--- config.mk ---
export PLATFORM = sky130hd
export DESIGN_NAME = alu_seq_ctrl
export DESIGN_NICKNAME = d
export VERILOG_FILES = /design/src/rtl/alu_pkg.sv /design/src/rtl/rr_arb2.sv /design/src/rtl/alu_seq_ctrl.sv
export SDC_FILE = /design/constraint.sdc
export NUM_CORES = 1
export LEC_CHECK = 0
export ABC_AREA = 0
export CAP_MARGIN = 20
export CORE_ASPECT_RATIO = 0.9
export CORE_MARGIN = 2
export CORE_UTILIZATION = 60
export DETAILED_ROUTE_END_ITERATION = 6
export GPL_TIMING_DRIVEN = 0
export PLACE_DENSITY = 0.9
export SYNTH_ARGS = -nofsm -noshare
export SYNTH_HDL_FRONTEND = slang
export SYNTH_SLANG_ARGS = --single-unit
--- constraint.sdc ---
create_clock -name clock -period 3.6 [get_ports clock]
set_clock_uncertainty 0.05 [all_clocks]
set_input_delay 1.08 -clock clock [delete_from_list [all_inputs] [get_ports clock]]
set_output_delay 1.08 -clock clock [all_outputs]
set_load 0.005 [all_outputs]
--- src/rtl/alu_pkg.sv ---
`default_nettype none
// ============================================================================
// Module      : alu_pkg
// Description : Shared opcodes, sequencer state encoding and requester ids
//               for the ALU sequencing controller.
// Revision    : 1.0 - initial release
// ============================================================================
package alu_pkg;

    // ALU opcodes
    localparam logic [7:0] OP_ADD  = 8'h00;
    localparam logic [7:0] OP_SUB  = 8'h01;
    localparam logic [7:0] OP_MUL  = 8'h02;
    localparam logic [7:0] OP_XOR  = 8'h03;
    localparam logic [7:0] OP_AND  = 8'h04;
    localparam logic [7:0] OP_OR   = 8'h05;
    localparam logic [7:0] OP_LAND = 8'h06;
    localparam logic [7:0] OP_LOR  = 8'h07;

    // Sequencer states, explicitly encoded in two bits
    typedef enum logic [1:0] {
        ST_IDLE = 2'd0,
        ST_EXEC = 2'd1,
        ST_MUL  = 2'd2,
        ST_DONE = 2'd3
    } state_t;

    // Requester identifiers as reported on done_id
    localparam logic REQ_ID0 = 1'b0;
    localparam logic REQ_ID1 = 1'b1;

endpackage
`default_nettype wire

--- src/rtl/rr_arb2.sv ---
`default_nettype none
// ============================================================================
// Module      : rr_arb2
// Description : Two-way round-robin arbiter. A lone requester always wins;
//               on a tie the requester not granted last wins. The pointer
//               moves only when the caller signals that the grant was taken.
// Revision    : 1.0 - initial release
// ============================================================================
module rr_arb2
    import alu_pkg::*;
(
    input  logic       clock,
    input  logic       reset,
    input  logic       enable,
    input  logic [1:0] i_req,
    input  logic       i_advance,
    output logic [1:0] o_grant
);

    // Id of the requester granted most recently
    logic r_last;

    // One-hot grant from the current requests and the round-robin pointer
    always_comb begin
        o_grant = 2'b00;
        case (i_req)
            2'b01:   o_grant = 2'b01;
            2'b10:   o_grant = 2'b10;
            2'b11:   o_grant = (r_last == REQ_ID1) ? 2'b01 : 2'b10;
            default: o_grant = 2'b00;
        endcase
    end

    // Pointer update on an accepted grant; reset favours requester 0 on a tie
    always_ff @(posedge clock) begin
        if (reset) begin
            r_last <= REQ_ID1;
        end else if (enable && i_advance && (|o_grant)) begin
            r_last <= o_grant[1];
        end
    end

endmodule
`default_nettype wire

--- src/rtl/alu_seq_ctrl.sv ---
`default_nettype none
// ============================================================================
// Module      : alu_seq_ctrl
// Description : Sequencing controller for the ALU datapath. Grants one of two
//               requesters, runs single-cycle ops in one EXEC cycle or a
//               WIDTH-cycle shift-add multiply, then pulses a tagged done.
// Revision    : 1.0 - initial release
// ============================================================================
module alu_seq_ctrl
    import alu_pkg::*;
#(
    parameter int WIDTH = 8
) (
    input  logic             clock,
    input  logic             reset,
    input  logic             enable,
    input  logic             req0,
    input  logic [7:0]       opc0,
    input  logic [WIDTH-1:0] a0,
    input  logic [WIDTH-1:0] b0,
    input  logic             req1,
    input  logic [7:0]       opc1,
    input  logic [WIDTH-1:0] a1,
    input  logic [WIDTH-1:0] b1,
    output logic             ack0,
    output logic             ack1,
    output logic             busy,
    output logic             done,
    output logic             done_id,
    output logic [WIDTH-1:0] z,
    output logic [WIDTH-1:0] zhi,
    output logic             err
);

    localparam int               c_CW   = (WIDTH > 1) ? $clog2(WIDTH) : 1;
    localparam logic [c_CW-1:0]  c_LAST = c_CW'(WIDTH - 1);

    state_t               r_state;
    logic                 r_id;
    logic [7:0]           r_opc;
    logic [WIDTH-1:0]     r_a;
    logic [WIDTH-1:0]     r_b;
    logic [2*WIDTH-1:0]   r_acc;
    logic [2*WIDTH-1:0]   r_mcand;
    logic [c_CW-1:0]      r_cnt;

    logic [1:0]           w_req;
    logic [1:0]           w_grant;
    logic                 w_adv;
    logic [WIDTH:0]       w_sum;
    logic [WIDTH:0]       w_diff;
    logic [WIDTH-1:0]     w_z;
    logic [WIDTH-1:0]     w_zhi;
    logic                 w_err;
    logic [2*WIDTH-1:0]   w_acc_next;

    assign w_req = {req1, req0};
    assign w_adv = (r_state == ST_IDLE) && (|w_req);
    assign busy  = (r_state != ST_IDLE);

    rr_arb2 u_arb (
        .clock     (clock),
        .reset     (reset),
        .enable    (enable),
        .i_req     (w_req),
        .i_advance (w_adv),
        .o_grant   (w_grant)
    );

    // Single-cycle ALU on the latched operands; unknown opcodes flag err
    always_comb begin
        w_sum  = {1'b0, r_a} + {1'b0, r_b};
        w_diff = {1'b0, r_a} - {1'b0, r_b};
        w_z    = '0;
        w_zhi  = '0;
        w_err  = 1'b0;
        case (r_opc)
            OP_ADD: begin
                w_z   = w_sum[WIDTH-1:0];
                w_zhi = {{(WIDTH-1){1'b0}}, w_sum[WIDTH]};
            end
            OP_SUB: begin
                w_z   = w_diff[WIDTH-1:0];
                w_zhi = {{(WIDTH-1){1'b0}}, w_diff[WIDTH]};
            end
            OP_XOR:  w_z = r_a ^ r_b;
            OP_AND:  w_z = r_a & r_b;
            OP_OR:   w_z = r_a | r_b;
            OP_LAND: w_z = {{(WIDTH-1){1'b0}}, ((r_a != '0) && (r_b != '0))};
            OP_LOR:  w_z = {{(WIDTH-1){1'b0}}, ((r_a != '0) || (r_b != '0))};
            default: w_err = 1'b1;
        endcase
    end

    // One shift-add step: add the shifted multiplicand when multiplier bit is set
    always_comb begin
        w_acc_next = r_b[r_cnt] ? (r_acc + r_mcand) : r_acc;
    end

    // Sequencer FSM with registered handshake and result outputs
    always_ff @(posedge clock) begin
        if (reset) begin
            r_state <= ST_IDLE;
            r_id    <= REQ_ID0;
            r_opc   <= '0;
            r_a     <= '0;
            r_b     <= '0;
            r_acc   <= '0;
            r_mcand <= '0;
            r_cnt   <= '0;
            ack0    <= 1'b0;
            ack1    <= 1'b0;
            done    <= 1'b0;
            done_id <= 1'b0;
            z       <= '0;
            zhi     <= '0;
            err     <= 1'b0;
        end else if (enable) begin
            ack0 <= 1'b0;
            ack1 <= 1'b0;
            done <= 1'b0;
            case (r_state)
                ST_IDLE: begin
                    if (|w_req) begin
                        ack0    <= w_grant[0];
                        ack1    <= w_grant[1];
                        r_id    <= w_grant[1];
                        r_opc   <= w_grant[1] ? opc1 : opc0;
                        r_a     <= w_grant[1] ? a1 : a0;
                        r_b     <= w_grant[1] ? b1 : b0;
                        r_acc   <= '0;
                        r_mcand <= {{WIDTH{1'b0}}, (w_grant[1] ? a1 : a0)};
                        r_cnt   <= '0;
                        r_state <= ((w_grant[1] ? opc1 : opc0) == OP_MUL) ? ST_MUL : ST_EXEC;
                    end
                end
                ST_EXEC: begin
                    z       <= w_z;
                    zhi     <= w_zhi;
                    err     <= w_err;
                    done    <= 1'b1;
                    done_id <= r_id;
                    r_state <= ST_DONE;
                end
                ST_MUL: begin
                    r_acc   <= w_acc_next;
                    r_mcand <= r_mcand << 1;
                    r_cnt   <= r_cnt + 1'b1;
                    if (r_cnt == c_LAST) begin
                        z       <= w_acc_next[WIDTH-1:0];
                        zhi     <= w_acc_next[2*WIDTH-1:WIDTH];
                        err     <= 1'b0;
                        done    <= 1'b1;
                        done_id <= r_id;
                        r_state <= ST_DONE;
                    end
                end
                ST_DONE: begin
                    r_state <= ST_IDLE;
                end
                default: begin
                    r_state <= ST_IDLE;
                end
            endcase
        end
    end

endmodule
`default_nettype wire

## Word-level counts from Yosys, hierarchy flattened

Cells that the tools add are included.

- Flip-flop bits (word level): 84
- Bits in latches: 0
- RAM bits: 0
- Memory bits (read-only): 0
- Input port bits: 53
- Output and inout bits: 22
- Word-level logic and storage cells: 94
- Memories: 0

- Add/sub/neg operators: 4
- Multiply operators: 0
- Div/mod/pow operators: 0
- Order comparisons: 1
- Eq/ne operators: 16
- Shifts and indexed selects: 0
- Muxes and demuxes: 35
- Bitwise gates (word level): 3
- Reductions and logical operators: 19

Operators with widths:

| cell | count |
|---|---|
| case mux 16 bit (2 select lines) | 2 |
| case mux 8 bit (7 select lines) | 1 |
| two-way mux 16 bit | 3 |
| two-way mux 8 bit | 5 |
| == test 8 x 3 -> 1 bit (second input constant) | 4 |
| case mux 8 bit (2 select lines) | 2 |
| adder 16 bit | 1 |
| == test 8 x 2 -> 1 bit (second input constant) | 2 |
| nonzero test 8 bit | 2 |
| AND reduction 3 bit | 4 |
| adder 8 x 8 -> 9 bit | 1 |
| two-way mux 1 bit | 9 |
| subtractor 8 x 8 -> 9 bit | 1 |
| bitwise AND 8 bit | 1 |
| == test 2 bit (second input constant) | 4 |
| == test 8 x 1 -> 1 bit (second input constant) | 1 |
| zero test 8 bit | 1 |
| two-way mux 2 bit | 4 |
| OR 8 bit | 1 |
| case mux 1 bit (2 select lines) | 4 |
| case mux 2 bit (4 select lines) | 1 |
| bitwise XOR 8 bit | 1 |
| OR reduction 7 bit | 1 |
| case mux 2 bit (3 select lines) | 1 |
| 14 further kinds | 21 |

## Logic depth before layout (Yosys ltp)

- Word-level depth: 7
- Gate-level depth with buffers: 9
- Depth with buffers taken out: 9

## Modules after synthesis

From an unflattened synthesis, not the netlist that was laid out.

- Cells, all modules: 697
- Area, all modules: 5565.3 um^2

Modules (own cells, without submodules):

| module | times used | cells an instance | area an instance (um^2) | seq. area each (um^2) |
|---|---|---|---|---|
| alu_seq_ctrl | 1 | 690 | 5504.0 | 1661.6 |
| rr_arb2 | 1 | 7 | 61.3 | 20.0 |

## Least setup slack after synthesis

Ideal clock, no wire load.

- Path type: input to register
- Start point: in enable
- End point: reg r_acc[13]
- Setup time: 0.117 ns
- Data arrival time: 2.359 ns
- Slack: 1.074 ns
- Stages on the path: 7
- Buffers on the path: 2
- Path through: buf_2 -> o21ai_0 -> a21oi_1 -> buf_1 -> o21ai_4 -> and2_1 -> a22o_1

- Cells in the longest elaborated chain, start to end: 1

Ends and longest elaborated chain:

| item | line | RTL |
|---|---|---|
| from (decl) | alu_seq_ctrl.sv:16 | `input logic enable,` |
| AND reduction 3 bit (no line) | - |  |
| to (signal assigned) | alu_seq_ctrl.sv:146 | `r_acc <= w_acc_next;` |
| to (decl) | alu_seq_ctrl.sv:43 | `logic [2*WIDTH-1:0] r_acc;` |

No other way between the ends.
A chain may end at the register's enable or synchronous reset.

## Final worst setup path

- Start point: reg r_state[0]
- End point: out busy

- Cells in the longest elaborated chain, start to end: 1

Ends and longest elaborated chain:

| item | line | RTL |
|---|---|---|
| from (decl) | alu_seq_ctrl.sv:38 | `state_t r_state;` |
| from (signal assigned) | alu_seq_ctrl.sv:134 | `r_state <= ((w_grant[1] ? opc1 : opc0) == OP_MUL) ? ST_MUL : ST_EXEC;` |
| nonzero test 2 bit | alu_seq_ctrl.sv:59 | `assign busy = (r_state != ST_IDLE);` |
| to (decl) | alu_seq_ctrl.sv:27 | `output logic busy,` |

No other way between the ends.

==> impl_summary.md <==
Critical path
The cell repeated most along the worst path is sky130_fd_sc_hd__inv_1. The slowest stage of the critical path is the sky130_fd_sc_hd__clkdlybuf4s50_1 cell. STA classifies the critical path startpoint as a flop. The biggest fanout along the worst timing path is 10. The cell count of the worst reg-to-reg path is 9. The required arrival time at the worst endpoint is between 2 and 2.5 ns.

The type of the setup path with the least slack is reg -> out. STA puts the critical path data arrival time at 1.94 ns. The biggest cell delay along the critical path is 0.47 ns.

The flop-to-flop setup slack is about 0.92 ns. Walking the worst path, the cells encountered are inv_1 > ha_1 > clkbuf_1 > inv_1 > clkdlybuf4s50_1. The reg-to-reg critical path endpoint is z[5].

The critical path contains buffers and inverters numbering 4 combined. The cell family with the largest share of critical-path delay is buffers and inverters. In this run the critical register-to-register path is launched from r_b[4]. The endpoint class of the critical path is a primary output.

Route
The number of vias after detailed routing is 6010. The DRC violation count after routing is 0. The final layout contains routed wiring with a total length of between 15 and 20 mm.

The count of nets left with antenna violations once routing finished came out at 0. Before antenna repair, the detailed router went through 5 iterations. In the routed layout, each cell is associated on average with a via count of about 6.5. The count of routing violations after the opening detailed-route iteration is 663. The average wire per standard cell is roughly 20 um.

Clock network
The number of H-tree levels is 3. The clock latency of the later-clocked register in the worst-skew pair is roughly 0.37 ns. The number of buffers created by CTS is 9. Post-CTS timing repair inserted 0 buffers for setup. The clock transition at the registers of the reported paths is 0.09 ns. Buffers inserted to repair hold after CTS numbered 0. The clock drives 84 sinks. The root buffer cell is sky130_fd_sc_hd__clkbuf_8. No sink is reached through more buffers than the 2 on the longest clock path. TritonCTS built the clock tree. Gates resized during post-CTS repair numbered 0.

Worst hold path
The worst hold path terminates at done_id. The worst hold path startpoint is r_id. The worst hold path passes through 2 cells.

The type of the tightest min-delay check is reg -> reg.

Global route
Across every metal layer, demand over resource in global routing totals 35.3%. The first global-routing pass estimated 29.2 mm of wire. The final global-route overflow total is 0. Entering global routing, the biggest net connects 15 pins. The number of global-route vias before repair is 5692. The number of antenna violations at the first check in global routing is 0.

Timing
Subtracting the final worst setup slack from the clock period gives a little over 3 ns. Measured against its own limit, the worst slew margin works out to a little under half. The worst-case setup margin in the final layout is 0.533 ns. Hold is met by 0.406 ns.

The highest attainable clock frequency is 326 MHz. The setup TNS after final layout is 0 ns. The final count of pins violating max slew came to 0. The hold violation count in the final report is 0. Setup repair after global routing left no endpoint under its margin. The final setup violation count is 0. After layout, the worst path uses between 80 and 90% of the clock period. For the pin with the worst max-slew slack, the measured transition is just over 0.8 ns.

Pwr
The share of total power dissipated in sequential elements is slightly above 40%. The static leakage is about 2.6 nW. The internal power consumption is 1.65 mW. Dividing total power by cell area gives a power density of 370 nW/um^2. The switching power of the nets is roughly 0.9 mW. The worst-case vdd ir drop is approximately 0.00024 V. The part of the power in combinational logic is 32.2%.

Net switching is 35.9% of the power. The clock network burns 26.6% of the power.

Logic synthesis
The synthesized design contains 0 enable-type register cells. During synthesis, Yosys emitted a total of 0 warnings. The flop and latch count out of synthesis is 84. The per-instance average area after synthesis is 8.21 um^2.

Among all flip-flop cells after synthesis, the most frequent one is sky130_fd_sc_hd__dfxtp_1. In this run the cell area of the synthesized design comes to 5870 um^2. Of all flip-flops after synthesis, the portion carrying an async set or reset was 0%. The cell count after synthesis is ~720. The net count after synthesis is 816. In this run, distinct cell masters in the synthesized netlist total 75.

The sequential share of the synthesized area is 28.6%.

Floorplan
The initial utilization of the core area, before any placement, comes to 61.1%. Pin placement for this block handled 75 I/O pins. The floorplan step defined a die boundary enclosing ~11000 um^2. The region available for standard cell placement spans 9610 um^2. The floorplan row count is 34.

The vertical extent of the die is 97.8 um. The die is 108 um wide.

Layout
The number of nets in the layout is 900. The fill cell instance count of the final layout is between 700 and 800. The area added between synthesis and finish is 18.4%. The top cell types in the final layout, fill and taps aside, are 84 x sky130_fd_sc_hd__dfxtp_1, 75 x sky130_fd_sc_hd__nand2_1, 73 x sky130_fd_sc_hd__clkdlybuf4s50_1. Of the cells placed in the final design, the portion with a size suffix greater than 1 is under 10%. Across the whole layout, storage elements account for 1680 um^2. Summing all multi-input logic gate instances after layout gives between 3000 and 4000 um^2.

The post-route core utilization is 72.3%. The most common cell after layout, fill and taps aside is sky130_fd_sc_hd__dfxtp_1. The repair_antennas step left the layout with diodes totalling 0.

Place
Prior to clock tree synthesis, the placed netlist has a worst setup slack of roughly 0.37 ns. The wire-length estimate of the detail-placed layout is ~14 mm. The number of input and output port buffers inserted is 73. The congestion estimate from routability-driven global placement came to around 0.98.

Run status
The flow ran to the end, and the final reports show no timing, DRC or antenna violations.

Flow run
The max-capacitance violation count is 0.
==> power by group through the flow <==
stage	Sequential, mW	Clock, mW	Combinational, mW
final	1.06	0.682	0.828
after CTS	1.05	0.680	0.807
after global placement	1.07	0	0.783
after detailed placement	1.08	0	0.802
after global routing	1.06	0.726	0.902
after floorplan	1.05	0	0.552
==> worst min-delay path, delay by kind of cell (launching register included) <==
kind             cells  cell delay, ns
AO/OA/AOI/OAI        1            0.05
AND/OR/NAND/NOR      1            0.05
flip-flops           1            0.32
==> stage by stage <==
| stage | total power, mW | instance area [um^2] | instances |
|---|---|---|---|
| after global routing | 2.69 | 6950 | 929 |
| final | 2.57 | 6950 | 929 |
| after floorplan | 1.60 | 5870 | 715 |
| after global placement | 1.85 | 6760 | 914 |
| after CTS | 2.54 | 6950 | 929 |
| after detailed placement | 1.88 | 6760 | 914 |
==> area by class of cell <==
class | count | share of cell area [%]
multi-input combinational | 554 | 54.7
sequential | 84 | 24.2
timing repair buffer | 73 | 10.5
buffer | 44 | 3.76
tap | 126 | 2.27
clock buffer | 10 | 1.84
inverter | 33 | 1.78
clock inverter | 5 | 0.900
==> layer usage <==
metal | vias to the layer above | part of all wire (%) | wire (um) | GRT usage [%]
li1 | 2782 | - | - | -
met2 | 335 | 45 | 8220 | 54.3
met1 | 2854 | 44 | 8050 | 50.3
met3 | 39 | 9.2 | 1680 | 6.81
met5 | - | 0 | 0 | 0
met4 | 0 | 2.2 | 410 | 10.4
==> state kept, by name, indices dropped and copies added (netlist names) <==
name          flops
zhi               8
err               1
ack0              1
r_id              1
ack1              1
r_cnt             3
z                 8
r_b               8
r_state           2
done              1
r_acc            16
done_id           1
r_a               8
r_mcand          16
r_opc             8
u_arb.r_last      1
==> cell families after synthesis <==
logic type	synth area share, %
multiplexers	6.07
XOR/XNOR	2.83
AO/OA/AOI/OAI	25.5
buffers and inverters	6.56
AND/OR/NAND/NOR	19.6
adder cells (fa/ha/maj)	10.8
flip-flops	28.6
==> cell usage after synthesis (3+ instances only) <==
cell type / number / area, um^2
sky130_fd_sc_hd__a211oi_1: 34 / 255
sky130_fd_sc_hd__a211oi_2: 3 / 37.5
sky130_fd_sc_hd__a21o_1: 7 / 52.6
sky130_fd_sc_hd__a21oi_1: 61 / 305
sky130_fd_sc_hd__a221o_1: 3 / 30.0
sky130_fd_sc_hd__a22o_1: 6 / 52.6
sky130_fd_sc_hd__a22oi_1: 7 / 52.6
sky130_fd_sc_hd__a311oi_1: 6 / 52.6
sky130_fd_sc_hd__a31oi_1: 5 / 31.3
sky130_fd_sc_hd__a32o_1: 3 / 30.0
sky130_fd_sc_hd__a32oi_1: 9 / 78.8
sky130_fd_sc_hd__and2_1: 4 / 25.0
sky130_fd_sc_hd__and3_1: 4 / 25.0
sky130_fd_sc_hd__and4_1: 3 / 26.3
sky130_fd_sc_hd__buf_1: 3 / 11.3
sky130_fd_sc_hd__buf_2: 6 / 30.0
sky130_fd_sc_hd__buf_4: 4 / 30.0
sky130_fd_sc_hd__buf_6: 4 / 45.0
sky130_fd_sc_hd__clkbuf_1: 22 / 82.6
sky130_fd_sc_hd__clkbuf_8: 4 / 55.1
sky130_fd_sc_hd__dfxtp_1: 84 / 1680
sky130_fd_sc_hd__fa_1: 3 / 60.1
sky130_fd_sc_hd__ha_1: 45 / 563
sky130_fd_sc_hd__inv_1: 33 / 124
sky130_fd_sc_hd__mux2i_1: 30 / 300
sky130_fd_sc_hd__nand2_1: 75 / 282
sky130_fd_sc_hd__nand2b_1: 7 / 43.8
sky130_fd_sc_hd__nand3_1: 25 / 125
sky130_fd_sc_hd__nand4_1: 8 / 50.1
sky130_fd_sc_hd__nor2_1: 70 / 263
sky130_fd_sc_hd__nor2b_1: 6 / 37.5
sky130_fd_sc_hd__nor3_1: 11 / 55.1
sky130_fd_sc_hd__nor3b_1: 3 / 22.5
sky130_fd_sc_hd__nor4_1: 7 / 43.8
sky130_fd_sc_hd__o211ai_1: 16 / 120
sky130_fd_sc_hd__o21ai_0: 18 / 90.1
sky130_fd_sc_hd__o21ai_1: 3 / 15.0
sky130_fd_sc_hd__o21bai_1: 9 / 67.6
sky130_fd_sc_hd__or3_1: 3 / 18.8
sky130_fd_sc_hd__xnor2_1: 14 / 123
sky130_fd_sc_hd__xor2_1: 5 / 43.8
==> how the worst max path moves through the flow <==
stage / from / endpoint / slack [ns] / depth (start not counted)
floorplan: enable / r_acc[13] / 1.07 / 7
global placement: req1 / r_acc[9] / 0.46 / 7
detailed placement: req0 / r_acc[12] / 0.37 / 7
CTS: r_state[0] / busy / 0.57 / 5
global route: r_state[0] / busy / 0.44 / 5
finish: r_state[0] / busy / 0.53 / 5
Power figures use the tool's default switching activity.
